[config.mk]
export PLATFORM = sky130hd
export DESIGN_NAME = off_core_access_initiator
export DESIGN_NICKNAME = d
export VERILOG_FILES = /design/src/rtl/off_core_access_initiator.sv
export SDC_FILE = /design/constraint.sdc
export NUM_CORES = 1
export LEC_CHECK = 0
export CAP_MARGIN = 20
export CORE_AREA = 2 2 251 253
export DETAILED_ROUTE_END_ITERATION = 8
export DIE_AREA = 0 0 253 255
export GPL_TIMING_DRIVEN = 1
export SLEW_MARGIN = 5
export SYNTH_ARGS = -nofsm -noshare
export SYNTH_HDL_FRONTEND = slang
export SYNTH_SLANG_ARGS = --single-unit
export TNS_END_PERCENT = 10
[constraint.sdc]
create_clock -name clk_in -period 17.2 [get_ports clk_in]
set_input_delay 1.72 -clock clk_in [delete_from_list [all_inputs] [get_ports clk_in]]
set_output_delay 1.72 -clock clk_in [all_outputs]
set_load 0.02 [all_outputs]
[src/rtl/off_core_access_initiator.sv]
// Issues one core request to an off-core responder and returns its response.
// Ports: req_* (core request), off_core_access_* (responder), resp_* (core response).
module off_core_access_initiator #(
  parameter int ADDR_WIDTH     = 64,
  parameter int PAYLOAD_WIDTH  = 128,
  parameter int TIMEOUT_CYCLES = 255
) (
  input  logic                     clk_in,
  input  logic                     reset_in,
  input  logic                     req_valid_in,
  output logic                     req_ready_out,
  input  logic [ADDR_WIDTH-1:0]    req_addr_in,
  input  logic                     req_is_write_in,
  input  logic [PAYLOAD_WIDTH-1:0] req_wdata_in,
  output logic [ADDR_WIDTH-1:0]    off_core_access_addr_out,
  output logic                     off_core_access_addr_valid_out,
  output logic                     off_core_access_is_write_out,
  output logic [PAYLOAD_WIDTH-1:0] off_core_access_wdata_out,
  input  logic [PAYLOAD_WIDTH-1:0] off_core_access_payload_in,
  input  logic                     off_core_access_ready_in,
  output logic                     resp_valid_out,
  output logic [PAYLOAD_WIDTH-1:0] resp_data_out,
  output logic                     resp_error_out,
  input  logic                     resp_ready_in
);

  typedef enum logic [1:0] {
    S_IDLE,
    S_ISSUE,
    S_WAIT,
    S_RESP
  } state_t;

  localparam logic [15:0] TIMEOUT = 16'(TIMEOUT_CYCLES);

  state_t                   state_q;
  state_t                   state_d;
  logic [15:0]              cnt_q;
  logic [15:0]              cnt_d;
  logic                     rdy_d;
  logic                     av_d;
  logic                     wr_d;
  logic                     rv_d;
  logic                     err_d;
  logic [ADDR_WIDTH-1:0]    addr_d;
  logic [PAYLOAD_WIDTH-1:0] wdata_d;
  logic [PAYLOAD_WIDTH-1:0] rdata_d;

  always_ff @(posedge clk_in or posedge reset_in) begin
    if (reset_in) begin
      state_q                        <= S_IDLE;
      cnt_q                          <= '0;
      req_ready_out                  <= 1'b0;
      off_core_access_addr_valid_out <= 1'b0;
      off_core_access_is_write_out   <= 1'b0;
      off_core_access_addr_out       <= '0;
      off_core_access_wdata_out      <= '0;
      resp_valid_out                 <= 1'b0;
      resp_error_out                 <= 1'b0;
      resp_data_out                  <= '0;
    end else begin
      state_q                        <= state_d;
      cnt_q                          <= cnt_d;
      req_ready_out                  <= rdy_d;
      off_core_access_addr_valid_out <= av_d;
      off_core_access_is_write_out   <= wr_d;
      off_core_access_addr_out       <= addr_d;
      off_core_access_wdata_out      <= wdata_d;
      resp_valid_out                 <= rv_d;
      resp_error_out                 <= err_d;
      resp_data_out                  <= rdata_d;
    end
  end

  always_comb begin
    state_d = state_q;
    cnt_d   = cnt_q;
    rdy_d   = req_ready_out;
    av_d    = off_core_access_addr_valid_out;
    wr_d    = off_core_access_is_write_out;
    addr_d  = off_core_access_addr_out;
    wdata_d = off_core_access_wdata_out;
    rv_d    = resp_valid_out;
    err_d   = resp_error_out;
    rdata_d = resp_data_out;
    unique case (state_q)
      S_IDLE: begin
        // Ready register lags reset release by one edge; accept only once it is up.
        rdy_d = 1'b1;
        if (req_valid_in && req_ready_out) begin
          state_d = S_ISSUE;
          rdy_d   = 1'b0;
          av_d    = 1'b1;
          addr_d  = req_addr_in;
          wr_d    = req_is_write_in;
          wdata_d = req_wdata_in;
        end
      end
      S_ISSUE: begin
        // Responder ready is ignored here so a stale ready cannot finish the access.
        state_d = S_WAIT;
        cnt_d   = '0;
      end
      S_WAIT: begin
        if (off_core_access_ready_in) begin
          state_d = S_RESP;
          av_d    = 1'b0;
          rv_d    = 1'b1;
          err_d   = 1'b0;
          rdata_d = off_core_access_is_write_out ? '0 : off_core_access_payload_in;
        end else if (cnt_q + 16'd1 == TIMEOUT) begin
          state_d = S_RESP;
          cnt_d   = cnt_q + 16'd1;
          av_d    = 1'b0;
          rv_d    = 1'b1;
          err_d   = 1'b1;
          rdata_d = '0;
        end else begin
          cnt_d = cnt_q + 16'd1;
        end
      end
      S_RESP: begin
        if (resp_ready_in) begin
          state_d = S_IDLE;
          rv_d    = 1'b0;
          rdy_d   = 1'b1;
        end
      end
      default: begin
        state_d = S_IDLE;
      end
    endcase
  end

endmodule

# After elaboration in Yosys (flattened, before gate mapping)
# Index checks and enable logic that the tools add are counted.
# W data, S select, Z words.
[classes]
n_addsub = 1
reduce_logical = 14
eq_ne = 8
muxes = 22
[op_table]
columns = ["op", "n"]
rows = [
  ["$mux W128", 3],
  ["$pmux W16 S2", 1],
  ["$add A16 B1 Y16 const B", 1],
  ["$eq A16 B8 Y1 const B", 1],
  ["$mux W16", 1],
  ["$reduce_bool A2 Y1", 5],
  ["$mux W1", 9],
  ["$reduce_and A3 Y1", 3],
  ["$mux W2", 4],
  ["$pmux W2 S4", 1],
  ["$reduce_and A2 Y1", 4],
  ["$ne A2 B2 Y1 const B", 3],
  ["$pmux W1 S2", 3],
  ["$eq A2 B2 Y1 const B", 2],
  ["$ne A3 B3 Y1 const B", 1],
  ["$eq A2 B1 Y1 const B", 1],
  ["$logic_not A2 Y1", 1],
  ["$logic_and A1 B1 Y1", 1],
]
[word_totals]
output_inout_bits = 325
in_bits = 326
register_bits = 343
word_cells = 55

# Longest topological paths before layout
# Gate-level depths: netlist of the first run.
[depth]
depth_word = 5
mapped_depth = 9
depth_no_buf = 8

# Worst setup path before layout of the first run
# Ideal clock, no wire load.
[synth_timing]
path_kind = "in2reg"
start = "in req_valid_in"
end = "reg off_core_access_wdata_out[10]"
stages = 4
arrival_time_ns = 2.896
path_buffers = 2
setup_ns = 0.125
setup_slack_ns = 14.180
required_ns = 17.075
cell_sequence = "nand3_1 > clkbuf_1 > clkbuf_1 > mux2_2"
[synth_between]
elab_chain_len = 2
[synth_lines]
columns = ["element", "line", "source"]
rows = [
  ["start: declaration", "10", "input logic req_valid_in,"],
  ["$logic_and A1 B1 Y1", "90", "if (req_valid_in && req_ready_out) begin"],
  ["$reduce_and A2 Y1 (no line)", "--", ""],
  ["end signal: assignment", "68", "off_core_access_wdata_out <= wdata_d;"],
  ["end: declaration", "18", "output logic [PAYLOAD_WIDTH-1:0] off_core_access_wdata_out,"],
]
# Every way passes these cells.
# A chain may end at the register's enable or synchronous reset.

# Worst setup path after layout of the first run
[layout_timing]
start = "in req_valid_in"
end = "reg off_core_access_addr_out[4]"
[layout_between]
elab_chain_len = 2
[layout_lines]
columns = ["element", "line", "source"]
rows = [
  ["$logic_and A1 B1 Y1", "90", ""],
  ["$reduce_and A2 Y1 (no line)", "--", ""],
  ["end signal: assignment", "67", "off_core_access_addr_out <= addr_d;"],
  ["end: declaration", "15", "output logic [ADDR_WIDTH-1:0] off_core_access_addr_out,"],
]
# Every way passes these cells.

==> impl_metrics.json, run 1 <==
{
  "first_global_vias": 11790,
  "setup_ws_ps": 13320,
  "cts_hold_buf": 0,
  "min_period_ps": 3877,
  "synth_seq_cells": 343,
  "syn2layout_area_growth_pct": 59.38,
  "p_total_uw": 4392,
  "netSwitchingPower_uw": 1627,
  "crit_arrival_ps": 4310,
  "cp_max_fo": 73,
  "drive_gt1_share_pct": 15.00,
  "finalCritPeriodShare_pct": 22.54,
  "final_nets": 2109,
  "clockBufferDepth": 3,
  "totalWireLength_mm": 51.20,
  "slew_viol_final": 0,
  "rsz0062_at_grt": "no",
  "synth_area_leaders": "dfrtp_1 59%, mux2_2 15%, a22oi_1 6.7%",
  "power_frac_comb_pct": 48.4,
  "startpoint_type": "primary input",
  "worstMarginPinSlew_ps": 1075,
  "synth_cell_types": 50,
  "reg2reg_from": "cnt_q[0]",
  "io_pins": 651,
  "maxCapViolCount": 0,
  "post-place-ws_ps": 12600,
  "seq_area_frac_synth_pct": 59.49,
  "synthTopCellsByCount": "343 x dfrtp_1, 193 x mux2_2, 136 x o21ai_0",
  "cp_slowest_stage_delay_ps": 860,
  "muxShareOfSynthArea_pct": 15.06,
  "insertion_delay_ps": 550,
  "num_rows": 92,
  "synth_xor_area_share_pct": 0.2428,
  "synth-compound-area-share_pct": 13.78,
  "die_h_um": 255,
  "cp_cell_sequence": "clkdlybuf4s50_1 > nand3_4 > buf_4 > mux2_2",
  "hold_class": "flop to flop",
  "status": "completed",
  "synth_cells": 1156,
  "final_hold_viol_count": 0,
  "switching_share_pct": 37.04,
  "ys_warn_count": 0,
  "grt_pass1_wl_mm": 73.88,
  "htreeDepth": 2,
  "drtIter0Drc": 544,
  "placement.io_buffers": 650,
  "p_per_area_nw_per_um2": 191.0,
  "diodes": 0,
  "place.gp.congestion": 0.7656,
  "skew_ps": 11.78,
  "core_um2": 62160,
  "pwr-share-seq_pct": 32.4,
  "cts_resized": 0,
  "crit_cells": 4,
  "clkTransAtPathRegs_ps": 60,
  "syn_nets": 1488,
  "dieWidth_um": 253,
  "synth-adder-area-share_pct": 0.5203,
  "synth_top_family_by_area": "multiplexers",
  "synth_edf_count": 0,
  "cts_buffers": 40,
  "clock.fmax_mhz": 258.0,
  "wl_per_cell_um": 19.65,
  "synth_top_area_cell": "dfrtp_1",
  "grt-ovfl-total": 0,
  "synth_top_flop_cell": "dfrtp_1",
  "setup_viol": 0,
  "vias": 11830,
  "drc": 0,
  "cp_top_family": "buffers and inverters",
  "placed_cells_incl_taps": 2533,
  "layout.cells.non_filler": 2606,
  "ant_nets": 0,
  "cp-startpoint": "req_valid_in",
  "grt_usage_pct": 14.81,
  "syn_area_um2": 14430,
  "cts_setup_buffers": 0,
  "clockPowerShare_pct": 19.2,
  "hp-start": "off_core_access_wdata_out[12]",
  "synth_top_area_share_pct": 59.49,
  "intPower_uw": 2765,
  "antenna_found_initial": 5,
  "holdPathStages": 1,
  "clock-sinks": 343,
  "path_buf_inv": 2,
  "worstSetupPathType": "primary input to flop",
  "vias_per_cell": 4.539,
  "fin_tns_setup_ps": 0,
  "cts_tree": "built",
  "dpl.hpwl_mm": 36.99,
  "async_flop_share_pct": 100.0,
  "relSlewSlack_pct": 28.37,
  "worstSetupEndpointType": "flop",
  "cts_root_buffer": "clkbuf_16",
  "start_util_pct": 23.21,
  "die-area_um2": 64520,
  "post-synth-top-count-cell": "dfrtp_1",
  "synthSimpleGateAreaFrac_pct": 8.091,
  "critPathSlowestCell": "buf_4",
  "leakagePower_uw": 0.009163,
  "detail_route.first_pass.iterations": 4,
  "irDropWorstVdd_mv": 0.1044,
  "synth.avg_cell_area_um2": 12.48,
  "reg2reg_depth": 8,
  "grt_max_degree": 98,
  "required_ps": 17630
}
-- state kept, by name, summed over array words and instances, names as in the netlist --
name and count:
req_ready_out 1, off_core_access_is_write_out 1, resp_data_out 128, off_core_access_addr_out 64, off_core_access_addr_valid_out 1, resp_error_out 1, off_core_access_wdata_out 128, resp_valid_out 1
state_q 2, cnt_q 16
-- path summary, 6_finish.rpt --
| check | to | slack (ps) |
|---|---|---|
| max | off_core_access_addr_out[4] | 13320 |
| min | off_core_access_wdata_out[12] | 500 |
| max reg2reg | resp_data_out[56] | 13970 |
| min reg2reg | off_core_access_wdata_out[12] | 500 |
| max in group asynchronous | resp_data_out[45] | 13350 |
| min in group asynchronous | off_core_access_addr_out[18] | 1650 |
-- routing by layer --
layer	track usage, %	up-vias	wire (µm)
met3	4.241	71	3559
li1	-	5411	-
met2	24.00	394	24930
met4	4.615	4	1267
met5	0	-	22
met1	19.11	5949	21420
-- cell type report --
class	count	area, µm²
inverters	10	47.55
well taps	799	999.7
flip-flops and latches	343	8583
clock buffers	63	1149
multi-input cells	718	5459
repair buffers	664	6629
clock inverters	9	130.1
fillers	6008	39160
-- power groups by stage --
| stage | combinational, µW | sequential [µW] | clock [µW] |
|---|---|---|---|
| after floorplan | 655 | 1840 | 0 |
| after global placement | 2110 | 1420 | 0 |
| after detailed placement | 2140 | 1430 | 0 |
| after CTS | 2150 | 1420 | 875 |
| after global routing | 2250 | 1470 | 909 |
| final | 2130 | 1420 | 845 |
-- worst reg2reg max path, delay by kind of cell, from the launching register on --
kind	cells	cell delay, ps
AO/OA/AOI/OAI	4	1270
adder cells (fa/ha/maj)	1	330
buffers and inverters	1	660
flip-flops	1	470
AND/OR/NAND/NOR	2	340
-- layout by cell type (no fill, tap or decap), types with 7 or more instances in the layout --
cell type,netlist,final
nor2_1,18,17
clkdlybuf4s50_1,0,649
a21oi_1,7,7
nand2_1,19,19
o21ai_1,21,21
clkbuf_1,66,18
buf_4,7,14
mux2_2,193,193
o21ai_0,136,136
nand2b_1,130,130
inv_1,10,8
clkbuf_16,0,41
a22oi_1,128,128
dfrtp_1,343,343
nand3_1,10,9
-- kinds of logic (layout without fill, tap and decap cells) --
family / count (synthesis) / in the layout
fa+ha+maj: 6 / 6
compound gates: 317 / 317
buf+inv: 95 / 746
simple gates: 198 / 198
flops: 343 / 343
xor+xnor: 4 / 4
mux: 193 / 193
-- through the flow --
| stage | utilization (%) | area [µm²] | hold slack (ps) |
|---|---|---|---|
| final | 37.00 | 23000 | 502.1 |
| after floorplan | - | 14430 | 505.8 |
| after CTS | 36.95 | 22970 | 504.1 |
| after global placement | 34.88 | 21680 | 488.3 |
| after detailed placement | 34.90 | 21690 | 491.7 |
| after global routing | 37.00 | 23000 | 511.4 |
(Power assumes the default switching activity.)
==> inputs of run 2 (changes only) <==
--- a/config.mk
+++ b/config.mk
@@ -6,9 +6,9 @@
 export NUM_CORES = 1
 export LEC_CHECK = 0
 export CAP_MARGIN = 20
-export CORE_AREA = 2 2 251 253
+export CORE_AREA = 2 2 250 252
 export DETAILED_ROUTE_END_ITERATION = 8
-export DIE_AREA = 0 0 253 255
+export DIE_AREA = 0 0 252 254
 export GPL_TIMING_DRIVEN = 1
 export SLEW_MARGIN = 5
 export SYNTH_ARGS = -nofsm -noshare
==> constraint.sdc (replaced) <==
create_clock -name clk_in -period 3.55 [get_ports clk_in]
set_input_delay 0.355 -clock clk_in [delete_from_list [all_inputs] [get_ports clk_in]]
set_output_delay 0.355 -clock clk_in [all_outputs]
set_load 0.02 [all_outputs]
==> run 2 against run 1 <==
Compared with the run above:
- global-route usage grew 0.090 points
- cell count grew 0.35%
- cell area grew 1.1%
- clock power grew to 5.1 times the previous value
- combinational power grew to 4.8 times the previous value
- clock skew grew 5.3 ps
- largest cell class unchanged
- register-to-register slack lost 14000 ps
- count of clock-buffer cells in the layout grew 2
- utilization grew 0.98 points
- sequential power grew to 4.9 times the previous value
- highest routed layer unchanged
- worst hold slack lost 340 ps
- critical path depth grew 4
==> impl_metrics.json, run 2 (same netlist as run 1, synthesis figures left out) <==
{
  "final_nets": 2123,
  "placement.io_buffers": 650,
  "clock.fmax_mhz": 315.3,
  "postLayoutCoreUtil_pct": 37.97,
  "place.gp.congestion": 0.7732,
  "multi_input_area_um2": 5459,
  "slew_viol_final": 0,
  "startpoint_type": "flop",
  "postLayoutCellArea_um2": 23260,
  "worstSetupPathType": "flop to flop",
  "grt_max_degree": 123,
  "first_global_vias": 12130,
  "dieWidth_um": 252,
  "antenna_found_initial": 4,
  "n_fill_cell": 5898,
  "totalWireLength_mm": 50.84,
  "wl_per_cell_um": 19.44,
  "p_per_area_nw_per_um2": 922.1,
  "dpl.hpwl_mm": 36.83,
  "drc": 0,
  "cts_setup_buffers": 0,
  "grt_usage_pct": 14.90,
  "clkTransAtPathRegs_ps": 60,
  "drtIter0Drc": 697,
  "cp_cell_sequence": "ha_1 > nand4_1 > a2111oi_0 > a311o_1 > a21bo_2 > nor3_4 > buf_12 > o21ai_0",
  "cts_tree": "built",
  "hold_class": "primary input to async pin",
  "skew_ps": 17.08,
  "detail_route.first_pass.iterations": 5,
  "maxCapViolCount": 0,
  "cp-startpoint": "cnt_q[0]",
  "final_common_cell": "clkdlybuf4s50_1",
  "drive_gt1_share_pct": 15.96,
  "grt-ovfl-total": 0,
  "io_pins": 651,
  "insertion_delay_ps": 560,
  "clock-sinks": 343,
  "reg.largest.list": "off_core_access_wdata_out: 128 flops, resp_data_out: 128 flops, off_core_access_addr_out: 64 flops",
  "critPathSlowestCell": "nor3_4",
  "leakagePower_uw": 0.009303,
  "placed_cells_incl_taps": 2536,
  "finalCritPeriodShare_pct": 89.35,
  "clockBufferDepth": 3,
  "die-area_um2": 64010,
  "cts_buffers": 42,
  "final_hold_viol_count": 0,
  "irDropWorstVdd_mv": 0.4838,
  "ff_latch_area_um2": 8583,
  "start_util_pct": 23.55,
  "core_um2": 61260,
  "worstMarginPinSlew_ps": 892.8,
  "cts_hold_buf": 0,
  "cp_top_family": "compound AO/OA/AOI/OAI gates",
  "htreeDepth": 2,
  "num_rows": 91,
  "status": "completed",
  "cp_slowest_stage_delay_ps": 520,
  "syn2layout_area_growth_pct": 61.21,
  "required_ps": 3960,
  "cts_root_buffer": "clkbuf_16",
  "post-place-ws_ps": 386.8,
  "setup_ws_ps": 378.1,
  "setup_viol": 0,
  "crit_arrival_ps": 3580,
  "cp_max_fo": 54,
  "min_period_ps": 3172,
  "grt_pass1_wl_mm": 74.31,
  "final_cell_mix": "649 x clkdlybuf4s50_1, 343 x dfrtp_1, 193 x mux2_2",
  "reg2reg_from": "cnt_q[0]",
  "vias_per_cell": 4.521,
  "die_h_um": 254,
  "layout.cells.non_filler": 2615,
  "relSlewSlack_pct": 40.48,
  "rsz0062_at_grt": "no",
  "worstSetupEndpointType": "flop",
  "vias": 11820,
  "cts_resized": 0,
  "dpl_cell_area_um2": 21880,
  "ant_nets": 0,
  "path_buf_inv": 1
}
## run 2: path summary, 6_finish.rpt
kind                                                  end  slack (ps)  cells after the start
setup / recovery                        resp_data_out[30]         380                      8
hold / removal              off_core_access_wdata_out[19]         160                      2
setup reg to reg                        resp_data_out[30]         380                      8
hold reg to reg             off_core_access_wdata_out[54]         500                      1
max in group asynchronous               resp_data_out[99]        2230                      3
min in group clk_in        off_core_access_addr_valid_out         320                      2
## run 2: area by class of cell
cell class | count | area share [%]
flip-flops and latches | 343 | 36.90
repair buffers | 676 | 29.28
multi-input cells | 718 | 23.47
clock buffers | 65 | 5.325
well taps | 790 | 4.249
clock inverters | 11 | 0.5648
inverters | 10 | 0.1883
diodes | 2 | 0.02152
## run 2: metrics by stage
step                      hold WS, ps  TNS, ps  total power [µW]
after detailed placement        492.2        0             17310
final                           161.7        0             21450
after floorplan                 489.9  -477970             12100
after global placement          485.4        0             17110
after CTS                       134.7        0             21740
after global routing            172.4        0             22630
## run 2: worst reg2reg max path, delay by kind of cell (launching register included)
family / cells / cell delay [ps]
AOI/OAI and AO/OA: 4 / 1170
and+or+nand+nor: 2 / 730
DFF: 1 / 480
adders and majority gates: 1 / 340
buffers and inverters: 1 / 300
## run 2: per-layer routing
metal / part of all wire [%] / vias up / track usage [%] / wire (µm)
met5: 0.051 / - / 0 / 26
met4: 2.6 / 4 / 4.717 / 1309
met3: 6.9 / 84 / 4.066 / 3486
met2: 51 / 422 / 26.17 / 26080
met1: 39 / 5871 / 17.62 / 19940
li1: - / 5441 / - / -
## run 2: where the power goes
part / switching (µW) / internal [µW]
Sequential: 1190 / 5720
Combinational: 5010 / 5260
Clock: 1720 / 2550
